--- src/rtl/prach_hb2_pack.sv ---
// prach_hb2_pack: pairs even/odd samples per TDM channel
// and feeds the half-band decimator input with packed pairs.
module prach_hb2_pack #(
   parameter int NUM_CHN = 8
) (
   input  logic             clk,
   input  logic             rst_n,
   input  logic [1:0][15:0] din_dq,
   input  logic             din_dv,
   input  logic [7:0]       din_chn,
   input  logic             sync_in,
   output logic [1:0][15:0] dout_dp1,
   output logic [1:0][15:0] dout_dp2,
   output logic             dout_dv,
   output logic [7:0]       dout_chn,
   output logic             sync_out,
   output logic             err_chn
);

   localparam int CW = (NUM_CHN > 1) ? $clog2(NUM_CHN) : 1;
   localparam logic [8:0] NUM9 = 9'(NUM_CHN);

   logic [NUM_CHN-1:0] phase;
   logic [1:0][15:0]   hold [NUM_CHN];
   logic               sync_pend;

   logic          chn_ok;
   logic [CW-1:0] cidx;
   logic          cur_phase;
   logic          emit;

   // Decode the incoming sample; a sync forces it to the even phase
   always_comb begin
      chn_ok    = din_dv && ({1'b0, din_chn} < NUM9);
      cidx      = din_chn[CW-1:0];
      cur_phase = sync_in ? 1'b0 : phase[cidx];
      emit      = chn_ok && cur_phase;
   end

   // Even-sample storage; contents are meaningless until phase says so
   always_ff @(posedge clk) begin
      if (chn_ok && !cur_phase)
         hold[cidx] <= din_dq;
   end

   // Phase tracking, pair output, sync and error flags
   always_ff @(posedge clk) begin
      if (!rst_n) begin
         phase     <= '0;
         sync_pend <= 1'b0;
         dout_dp1  <= '0;
         dout_dp2  <= '0;
         dout_dv   <= 1'b0;
         dout_chn  <= '0;
         sync_out  <= 1'b0;
         err_chn   <= 1'b0;
      end else begin
         dout_dv  <= 1'b0;
         sync_out <= 1'b0;
         if (sync_in)
            phase <= '0;
         if (din_dv && !chn_ok)
            err_chn <= 1'b1;
         if (chn_ok) begin
            if (!cur_phase) begin
               phase[cidx] <= 1'b1;
            end else begin
               phase[cidx] <= 1'b0;
               dout_dp1    <= hold[cidx];
               dout_dp2    <= din_dq;
               dout_chn    <= din_chn;
               dout_dv     <= 1'b1;
               sync_out    <= sync_pend;
            end
         end
         if (sync_in)
            sync_pend <= 1'b1;
         else if (emit)
            sync_pend <= 1'b0;
      end
   end

endmodule

--- config.mk ---
export PLATFORM = sky130hd
export DESIGN_NAME = prach_hb2_pack
export DESIGN_NICKNAME = d
export VERILOG_FILES = /design/src/rtl/prach_hb2_pack.sv
export SDC_FILE = /design/constraint.sdc
export NUM_CORES = 1
export LEC_CHECK = 0
export CELL_PAD_IN_SITES_DETAIL_PLACEMENT = 0
export CELL_PAD_IN_SITES_GLOBAL_PLACEMENT = 1
export CORE_MARGIN = 2
export CORE_UTILIZATION = 47
export DETAILED_ROUTE_END_ITERATION = 10
export HOLD_SLACK_MARGIN = 0.15
export PLACE_DENSITY = 0.87
export SLEW_MARGIN = 20
export SYNTH_ARGS = -nofsm -noshare
export SYNTH_HDL_FRONTEND = slang
export SYNTH_SLANG_ARGS = --single-unit
--- constraint.sdc ---
create_clock -name clk -period 4.3 [get_ports clk]
set_clock_uncertainty 0.2 [all_clocks]
set_input_delay 0.86 -clock clk [delete_from_list [all_inputs] [get_ports clk]]
set_output_delay 0.86 -clock clk [all_outputs]
set_load 0.01 [all_outputs]
==> results of run 1 <==
==> worst min-delay path, cell delays in order, from the launching register on <==
cell	delay (ns)
dfxtp_1	0.31
nand2_1	0.05
a21oi_1	0.05
==> worst paths after layout <==
kind	start	to	depth (start not counted)
worst min-delay path	dout_dp2[20]$_SDFFE_PN0P_	dout_dp2[20]$_SDFFE_PN0P_	2
worst min register to register	dout_dp2[20]$_SDFFE_PN0P_	dout_dp2[20]$_SDFFE_PN0P_	2
worst max-delay path	din_chn[1]	dout_dp1[17]$_SDFFE_PN0P_	6
worst max register to register	phase[1]$_SDFF_PN0_	hold[1][5]$_DFFE_PP_	6
==> layer usage <==
| metal | vias up | GRT usage |
|---|---|---|
| li1 | 3442 | - |
| met1 | 3805 | 0.283 |
| met2 | 344 | 0.313 |
| met3 | 47 | 0.0419 |
| met4 | 2 | 0.0572 |
| met5 | - | 0 |
==> logic make-up (layout without fill, tap and decap cells) <==
kind of cell	after synthesis	count (layout)	share of synthesized area
simple gates	171	171	0.0582
compound gates	171	171	0.0922
mux	82	82	0.0924
flops	340	340	0.732
buf+inv	67	218	0.0256
==> cell type report <==
class	count	area share
tap	341	0.0276
inverter	13	0.00316
clock buffer	44	0.0601
multi-input combinational	424	0.202
clock inverter	17	0.00584
timing repair buffer	144	0.0942
sequential	340	0.607
==> placed cells by master, fill, tap and decap left out, drive strengths merged, types with 4 or more instances in the layout <==
cell type      synthesis  routed
mux2i                 35      35
dfxtp                 84      84
a221oi                16      16
nand2                 90      90
nor2                  40      40
o221ai                 4       4
nand4                  4       4
buf                   36      29
a22oi                 10      10
clkbuf                18      44
and3                   6       6
inv                   11      13
a2bb2oi                4       4
mux4                  27      27
a22o                   4       4
edfxtp               256     256
o21ai                 16      16
clkinv                 2      17
a21oi                 71      71
nor2b                  6       6
a211oi                24      24
o211a                  4       4
nand3                 15      15
mux2                  20      20
clkdlybuf4s50          0     115
==> power by group <==
group,internal [mW],switching [mW]
Clock,1.53,1.18
Combinational,0.109,0.169
Sequential,3.53,0.00179
==> registers in the layout, summed over array words and instances (netlist names) <==
| register | count |
|---|---|
| err_chn | 1 |
| phase | 8 |
| sync_pend | 1 |
| hold | 256 |
| dout_dp1 | 32 |
| dout_dv | 1 |
| dout_dp2 | 32 |
| sync_out | 1 |
| dout_chn | 8 |
==> flow_summary_export.csv, run 1 <==
group,metric,value,unit
floorplanning,ios,119,
final_layout,design_area,15400,um2
power_and_ir_drop,power_density,422,nW/um2
clock_tree,post-cts-setup-buffers,0,
route,met1Wirelength,12.0,mm
status,status,"finished, final reports clean",
final_layout,nets,1001,
setup_path,crit_buf_inv,1,
setup_path,crit_arrival,3.51,ns
floorplanning,rows,60,
floorplanning,die_height,169,um
final_layout,num-fill-cells,2080,
synthesis,synth_most_common_cell,"edfxtp_1",
setup_path,crit_chain,"buf_4, nor2b_1, a22oi_4, a211o_2, a221oi_1, nor3_1",
route,wl_met3,2.37,mm
setup_path,critPathTopFamily,"compound AO/OA/AOI/OAI gates",
route,vias,7640,
placed_design,dpl_cell_area,14400,um2
timing,clock.fmax,300,MHz
route,routed.top_layer,"met5",
clock_tree,cts_buffers,34,
timing,worst_pin_slew,1.20,ns
route,drc,0,
clock_tree,cts-resized-gates,0,
synthesis,synth_area_leaders,"edfxtp_1 60%, dfxtp_1 13%, mux4_2 4.7%",
synthesis,synth_area,12800,um2
power_and_ir_drop,ir_worst_vdd,0.000229,V
timing,period_minus_slack,3.34,ns
global_routing,grt_pass1_vias,7407,
floorplanning,core_area,26900,um2
global_routing,grt_max_degree,89,
setup_path,slowest_stage,"nor2b_1",
clock_tree,h-tree-depth,2,
clock_tree,cts_tree,"done",
synthesis,synthCells,831,
route,wl,28.3,mm
synthesis,ys_seq_area_frac,0.732,
timing,hold_viol,0,
global_routing,antenna_found_initial,1,
setup_path,start_kind,"input pin",
synthesis,synth_top_cell_area_share,0.600,
route,detail-route-antenna-nets,0,
placed_design,portBuffers,118,
synthesis,async_flop_share,0,
final_layout,antenna_cells,0,
power_and_ir_drop,total_power,6.51,mW
setup_path,crit_required,4.47,ns
clock_tree,cts_root_buffer,"clkbuf_16",
synthesis,synthTopCellsByCount,"256 x edfxtp_1, 90 x nand2_1, 84 x dfxtp_1",
route,drtIter0Drc,647,
floorplanning,dieWidth,169,um
synthesis,ys.flop_type,"edfxtp_1",
setup_path,worstSetupPathType,"input pin to flop",
route,via_per_inst,5.77,
final_layout,finalNonFillerCells,1323,
synthesis,synth_edf_count,256,
job,cap_viol_max_count,0,
final_layout,final-seq-area,9370,um2
worst_hold_path,min_path_type,"flop to flop",
timing,fin_tns_setup,0,ns
setup_path,worst_setup_path_end_kind,"flop",
route,met2_length,13.4,mm
clock_tree,numClockSinks,340,
final_layout,syn2layout_area_growth,20.5,%
synthesis,synth.yosys.warnings,0,
timing,final.setup.worst_slack,0.962,ns
synthesis,synth_seq_cells,340,
placed_design,dp_hpwl,16.5,mm
final_layout,final_util,0.574,
placed_design,dp.cells,1262,
timing,period_share,0.776,
synthesis,synth_nets,875,
route,dr.pass1.iters,5,
synthesis,avgSynthCellArea,15.4,um2
timing,rsz0062_at_grt,"no",
floorplanning,fp.dieArea,28600,um2
timing,whs,0.251,ns
final_layout,multiInputGateArea,3120,um2
synthesis,synth_top_area_cell,"edfxtp_1",
clock_tree,clock_latency,0.52,ns
power_and_ir_drop,leakage,5.14,nW
route,wl_per_cell,21.4,um
synthesis,synth_cell_type_count,49,
clock_tree,max-clock-path-buffers,3,
clock_tree,ctsHoldBuffers,0,
setup_path,rrSetupSlack,1.96,ns
timing,slew_headroom,0.201,
global_routing,grtUsageTotal,0.199,
setup_path,cp_slowest_stage_delay,0.98,ns
timing,setup-violations-final,0,
setup_path,crit_fanout,45,
clock_tree,clkTransAtPathRegs,0.06,ns
final_layout,drive_above_1_share,0.136,
timing,final-max-slew-violation-count,0,
placed_design,place_ws,0.504,ns
global_routing,grt_pass1_wl,43.2,mm
placed_design,gp_congestion,0.771,
floorplanning,initial_utilization,0.477,
global_routing,grt_overflow,0,
No activity file was read; power rests on OpenSTA's default activity.
==> inputs of run 2 (changes only) <==
CORE_UTILIZATION = 43   (was 47)
PLACE_DENSITY = 0.84   (was 0.87)
clock period = 2.84 ns   (was 4.3 ns; I/O delays follow)
==> flow_summary_export.csv, run 2 (synthesis results as in run 1) <==
group,metric,value,unit
setup_path,worst_setup_path_end_kind,"flop",
clock_tree,cts_tree,"done",
floorplanning,ios,119,
final_layout,mostFrequentLayoutCell,"edfxtp_1",
power_and_ir_drop,internal_power,8.00,mW
final_layout,syn2layout_area_growth,25.5,%
power_and_ir_drop,power_density,628,nW/um2
global_routing,antenna_found_initial,0,
floorplanning,die_height,177,um
power_and_ir_drop,seq_power_share,0.530,
route,detail-route-antenna-nets,0,
route,vias,7756,
setup_path,worstSetupPathType,"input pin to flop",
setup_path,start_kind,"input pin",
clock_tree,clock_latency,0.51,ns
final_layout,largest_reg_flops,256,
placed_design,dp.cells,1354,
floorplanning,dieWidth,177,um
placed_design,portBuffers,118,
global_routing,grt_pass1_vias,7632,
power_and_ir_drop,leakage,5.35,nW
timing,period_minus_slack,2.53,ns
global_routing,grt_overflow,0,
route,drc,0,
timing,setup-violations-final,0,
floorplanning,initial_utilization,0.434,
clock_tree,ctsHoldBuffers,0,
final_layout,largest_registers,"hold: 256 flops, dout_dp1: 32 flops, dout_dp2: 32 flops",
status,status,"finished, final reports clean",
route,dr.pass1.iters,5,
timing,clock.fmax,395,MHz
setup_path,crit_fanout,15,
clock_tree,post-cts-setup-buffers,0,
route,wl_per_cell,21.1,um
floorplanning,core_area,29500,um2
timing,hold_viol,0,
timing,rsz0062_at_grt,"no",
power_and_ir_drop,clkPwrFrac,0.426,
timing,worst_pin_slew,0.709,ns
timing,whs,0.249,ns
clock_tree,cts_buffers,35,
timing,final-max-slew-violation-count,0,
job,cap_viol_max_count,0,
global_routing,grt_max_degree,31,
clock_tree,max-clock-path-buffers,3,
power_and_ir_drop,ir_worst_vdd,0.000497,V
final_layout,largest-register,"hold",
setup_path,crit_required,2.86,ns
clock_tree,numClockSinks,340,
route,wl,29.9,mm
power_and_ir_drop,total_power,10.1,mW
placed_design,gp_congestion,0.779,
worst_hold_path,min_path_type,"flop to flop",
route,drtIter0Drc,745,
clock_tree,clkTransAtPathRegs,0.06,ns
power_and_ir_drop,p_switching,2.09,mW
final_layout,mostFrequentLayoutCells,"256 x edfxtp_1, 115 x clkdlybuf4s50_1, 90 x nand2_1, 84 x dfxtp_1, 71 x a21oi_1",
placed_design,dp_hpwl,18.9,mm
power_and_ir_drop,p_comb_frac,0.044,
global_routing,grtUsageTotal,0.194,
final_layout,drive_above_1_share,0.183,
final_layout,finalNonFillerCells,1417,
power_and_ir_drop,swShare,0.207,
floorplanning,fp.dieArea,31200,um2
timing,fin_tns_setup,0,ns
floorplanning,rows,63,
clock_tree,cts_root_buffer,"clkbuf_16",
timing,period_share,0.892,
final_layout,antenna_cells,0,
global_routing,grt_pass1_wl,45.4,mm
final_layout,nets,1045,
timing,slew_headroom,0.526,
route,via_per_inst,5.47,
setup_path,crit_arrival,2.55,ns
clock_tree,h-tree-depth,2,
setup_path,rrSetupSlack,0.64,ns
clock_tree,cts-resized-gates,0,
run 2: changes by cell type in the layout (fill, tap and decap cells not counted), sizes merged:
cell      change
buf          +43
clkinvlp      +8
inv           -7
clkbuf        +6
clkinv        -6
bufinv        +1
run 2: worst paths after layout:
check,from,end,depth (start not counted)
min,dout_dp2[31]$_SDFFE_PN0P_,dout_dp2[31]$_SDFFE_PN0P_,2
max,din_chn[3],hold[7][3]$_DFFE_PP_,7
min reg2reg,dout_dp2[31]$_SDFFE_PN0P_,dout_dp2[31]$_SDFFE_PN0P_,2
max reg2reg,phase[1]$_SDFF_PN0_,hold[7][3]$_DFFE_PP_,6
run 2: per-stage QoR:
stage	util	area, um2	worst slack, ns
floorplan	-	12800	0.0278
global placement	0.509	15000	-0.134
detailed placement	0.509	15000	-0.176
CTS	0.545	16100	0.328
global route	0.545	16100	0.259
finish	0.545	16100	0.308
run 2: layout make-up:
type | instances | area, um2
Clock buffer | 50 | 963
Clock inverter | 13 | 109
Fill cell | 2367 | 13400
Inverter | 13 | 75.1
Multi-Input combinational cell | 424 | 3120
Sequential cell | 340 | 9370
Tap cell | 390 | 488
Timing Repair Buffer | 187 | 1950
run 2: power by group through the flow:
stage | logic (mW) | registers [mW] | clock network, mW
after detailed placement | 0.446 | 5.45 | 0
after global routing | 0.482 | 5.35 | 4.55
after floorplan | 0.224 | 5.45 | 0
final | 0.447 | 5.35 | 4.30
after CTS | 0.449 | 5.35 | 4.37
after global placement | 0.440 | 5.45 | 0
run 2: critical path, stage by stage:
cell and delay [ns]:
clkdlybuf4s50_1 0.44, or4_1 0.59, nor3_2 0.18, buf_4 0.18, nand4_1 0.20, clkinvlp_4 0.21
buf_12 0.17
run 2: metal layers:
layer	vias up	track usage	routed length, um
met4	0	0.0599	872
met3	63	0.0370	2270
met1	3826	0.279	13000
li1	3537	-	-
met2	330	0.299	13800
met5	-	0	0
==> RTL edit, RTL diff (config.mk and constraints of run 2) <==
Set the parameter `NUM_CHN` to 4 (it was 8).
--- a/src/rtl/prach_hb2_pack.sv
+++ b/src/rtl/prach_hb2_pack.sv
@@ -2,5 +2,5 @@
 // and feeds the half-band decimator input with packed pairs.
 module prach_hb2_pack #(
-   parameter int NUM_CHN = 8
+   parameter int NUM_CHN = 4
 ) (
    input  logic             clk,
Check against the original RTL: not equivalent (Yosys sat finds a counterexample within 4 cycles, from zero or initial values and one cycle with rst_n low).
==> RTL edit against run 2 <==
  * Design area decreased by 41%
  * Synthesized cell count is 55% lower
  * Die area fell by 43%
  * Routed wire length fell by 54%
  * Core utilization is 3.5 points higher
  * Setup slack improved by 290 ps
  * Critical path depth is 1 lower
  * Sequential cell count fell by 132
  * Total power fell by 39%
  * Count of clock-buffer cells in the layout decreased by 18
  * Combinational power down 52%
  * First-iteration DRC count fell by 65%
  * Synthesized area shrank 44%
  * Critical path type unchanged
  * Largest cell class unchanged
==> RTL edit: results <==
metrics = {
    "critical_path": {
        "worstReg2RegEnd": "hold[1][16]$_DFFE_PP_",
        "critical_path.startpoint": "din_chn[7]",
        "cp_slowest_cell": "clkdlybuf4s50_1",
        "timing.rr.start": "phase[3]$_SDFF_PN0_",
        "reg2reg_slack_ps": 850,
        "setup.worst_path.end": "hold[3][15]$_DFFE_PP_",
        "critical_path.max_stage_delay_ps": 450,
        "timing.critical_path.arrival_ps": 2230,
    },
    "power": {
        "seq_power_share_pct": 52.0,
        "leakagePower_nw": 3.23,
        "switching_share_pct": 19.2,
    },
    "route": {
        "drt_iter0_drc": 264,
        "top_signal_layer_used": "met4",
        "first_pass_iters": 4,
        "route.met2.wl_um": 6800,
        "num_vias": 3861,
    },
    "layout": {
        "top_regs": "hold: 128 flops, dout_dp1: 32 flops, dout_dp2: 32 flops",
        "finalNetCount": 554,
    },
    "grt": {
        "grt_pass1_wl_um": 21900,
        "gr-usage-all-layers_pct": 15.8,
        "grt_start_max_net_pins": 51,
        "via_count_of_the_first_global_routing_pass": 3986,
    },
    "synth": {
        "number_of_enable_flip_flop_cells_after_synthesis": 128,
        "netlist_top_cells_count": "edfxtp_1 (128), dfxtp_1 (80), a22o_1 (66)",
        "syn_nets": 414,
        "netlist_cell_types": 29,
        "mux_contribution_to_synthesized_area_pct": 10.3,
        "yosysSeqAreaShare_pct": 76.0,
        "synth.area.top_cells": "edfxtp_1 (54%), dfxtp_1 (22%), mux4_2 (10%), a22o_1 (8.1%), buf_2 (1.0%)",
    },
    "outcome": {
        "result_of_the_run": "finished, final reports clean",
    },
    "placement": {
        "postPlaceCellArea_sq_mm": 0.00880,
        "dp.final_hpwl_um": 8820,
    },
    "clock_network": {
        "tritoncts.num_buffers": 22,
        "htreeDepth": 1,
        "worstSkewPairLatency_ps": 480,
    },
    "sta": {
        "max-slew-margin-rel_pct": 65.5,
    },
}
==> RTL edit: cell count changes after synthesis, moves of 15 or more <==
cell / before / now
a22o_1: 4 / 66
a21oi_1: 71 / 2
o21ai_0: 16 / 0
nand2_1: 90 / 3
nand3_1: 15 / 0
nor2_1: 39 / 4
edfxtp_1: 256 / 128
a211oi_1: 19 / 0
a221oi_1: 16 / 0
mux2_2: 20 / 0
mux2i_1: 35 / 2
==> RTL edit: per-stage QoR <==
step	utilization [%]	hold slack, ps	setup WS, ps	TNS [ps]	std cells
floorplan	-	231	-122	-3920	370
global placement	53.6	243	110	0	706
detailed placement	53.6	244	73.4	0	706
CTS	58.0	260	584	0	746
global route	58.0	270	532	0	746
finish	58.0	260	596	0	746
==> RTL edit: cell families (layout without fill, tap and decap cells) <==
| logic type | after synthesis | after routing |
|---|---|---|
| flip-flops | 208 | 208 |
| AND/OR/NAND/NOR | 24 | 24 |
| buffers and inverters | 26 | 182 |
| multiplexers | 34 | 34 |
| AO/OA/AOI/OAI | 78 | 78 |
==> RTL edit: worst min path at each step <==
| stage | depth (start not counted) | end | startpoint |
|---|---|---|---|
| finish | 1 | dout_chn[5]$_SDFFE_PN0P_ | dout_chn[5]$_SDFFE_PN0P_ |
| global route | 1 | dout_chn[7]$_SDFFE_PN0P_ | dout_chn[7]$_SDFFE_PN0P_ |
| CTS | 1 | dout_chn[5]$_SDFFE_PN0P_ | dout_chn[5]$_SDFFE_PN0P_ |
| detailed placement | 1 | dout_chn[5]$_SDFFE_PN0P_ | dout_chn[5]$_SDFFE_PN0P_ |
| global placement | 1 | dout_chn[5]$_SDFFE_PN0P_ | dout_chn[5]$_SDFFE_PN0P_ |
| floorplan | 1 | sync_out$_SDFF_PN0_ | sync_pend$_SDFFE_PN0P_ |
==> RTL edit: power by group through the flow <==
stage	sequential [mW]	combinational, mW	clock (mW)
final	3.21	0.215	2.75
after global routing	3.21	0.233	2.93
after CTS	3.21	0.219	2.81
after detailed placement	3.27	0.218	0
after global placement	3.27	0.213	0
after floorplan	3.27	0.0968	0
==> RTL edit: final cells by class <==
class | count | area, sq um
tap | 220 | 275
clock inverter | 8 | 68.8
fill | 1203 | 6890
inverter | 3 | 11.3
multi-input combinational | 136 | 1650
clock buffer | 32 | 649
timing repair buffer | 139 | 1420
sequential | 208 | 5450
==> RTL edit: metal layers <==
layer  GRT usage, %  vias up
li1               -     1788
met1           20.8     1943
met4           4.60        0
met2           26.8      112
met5              0        -
met3           3.14       18
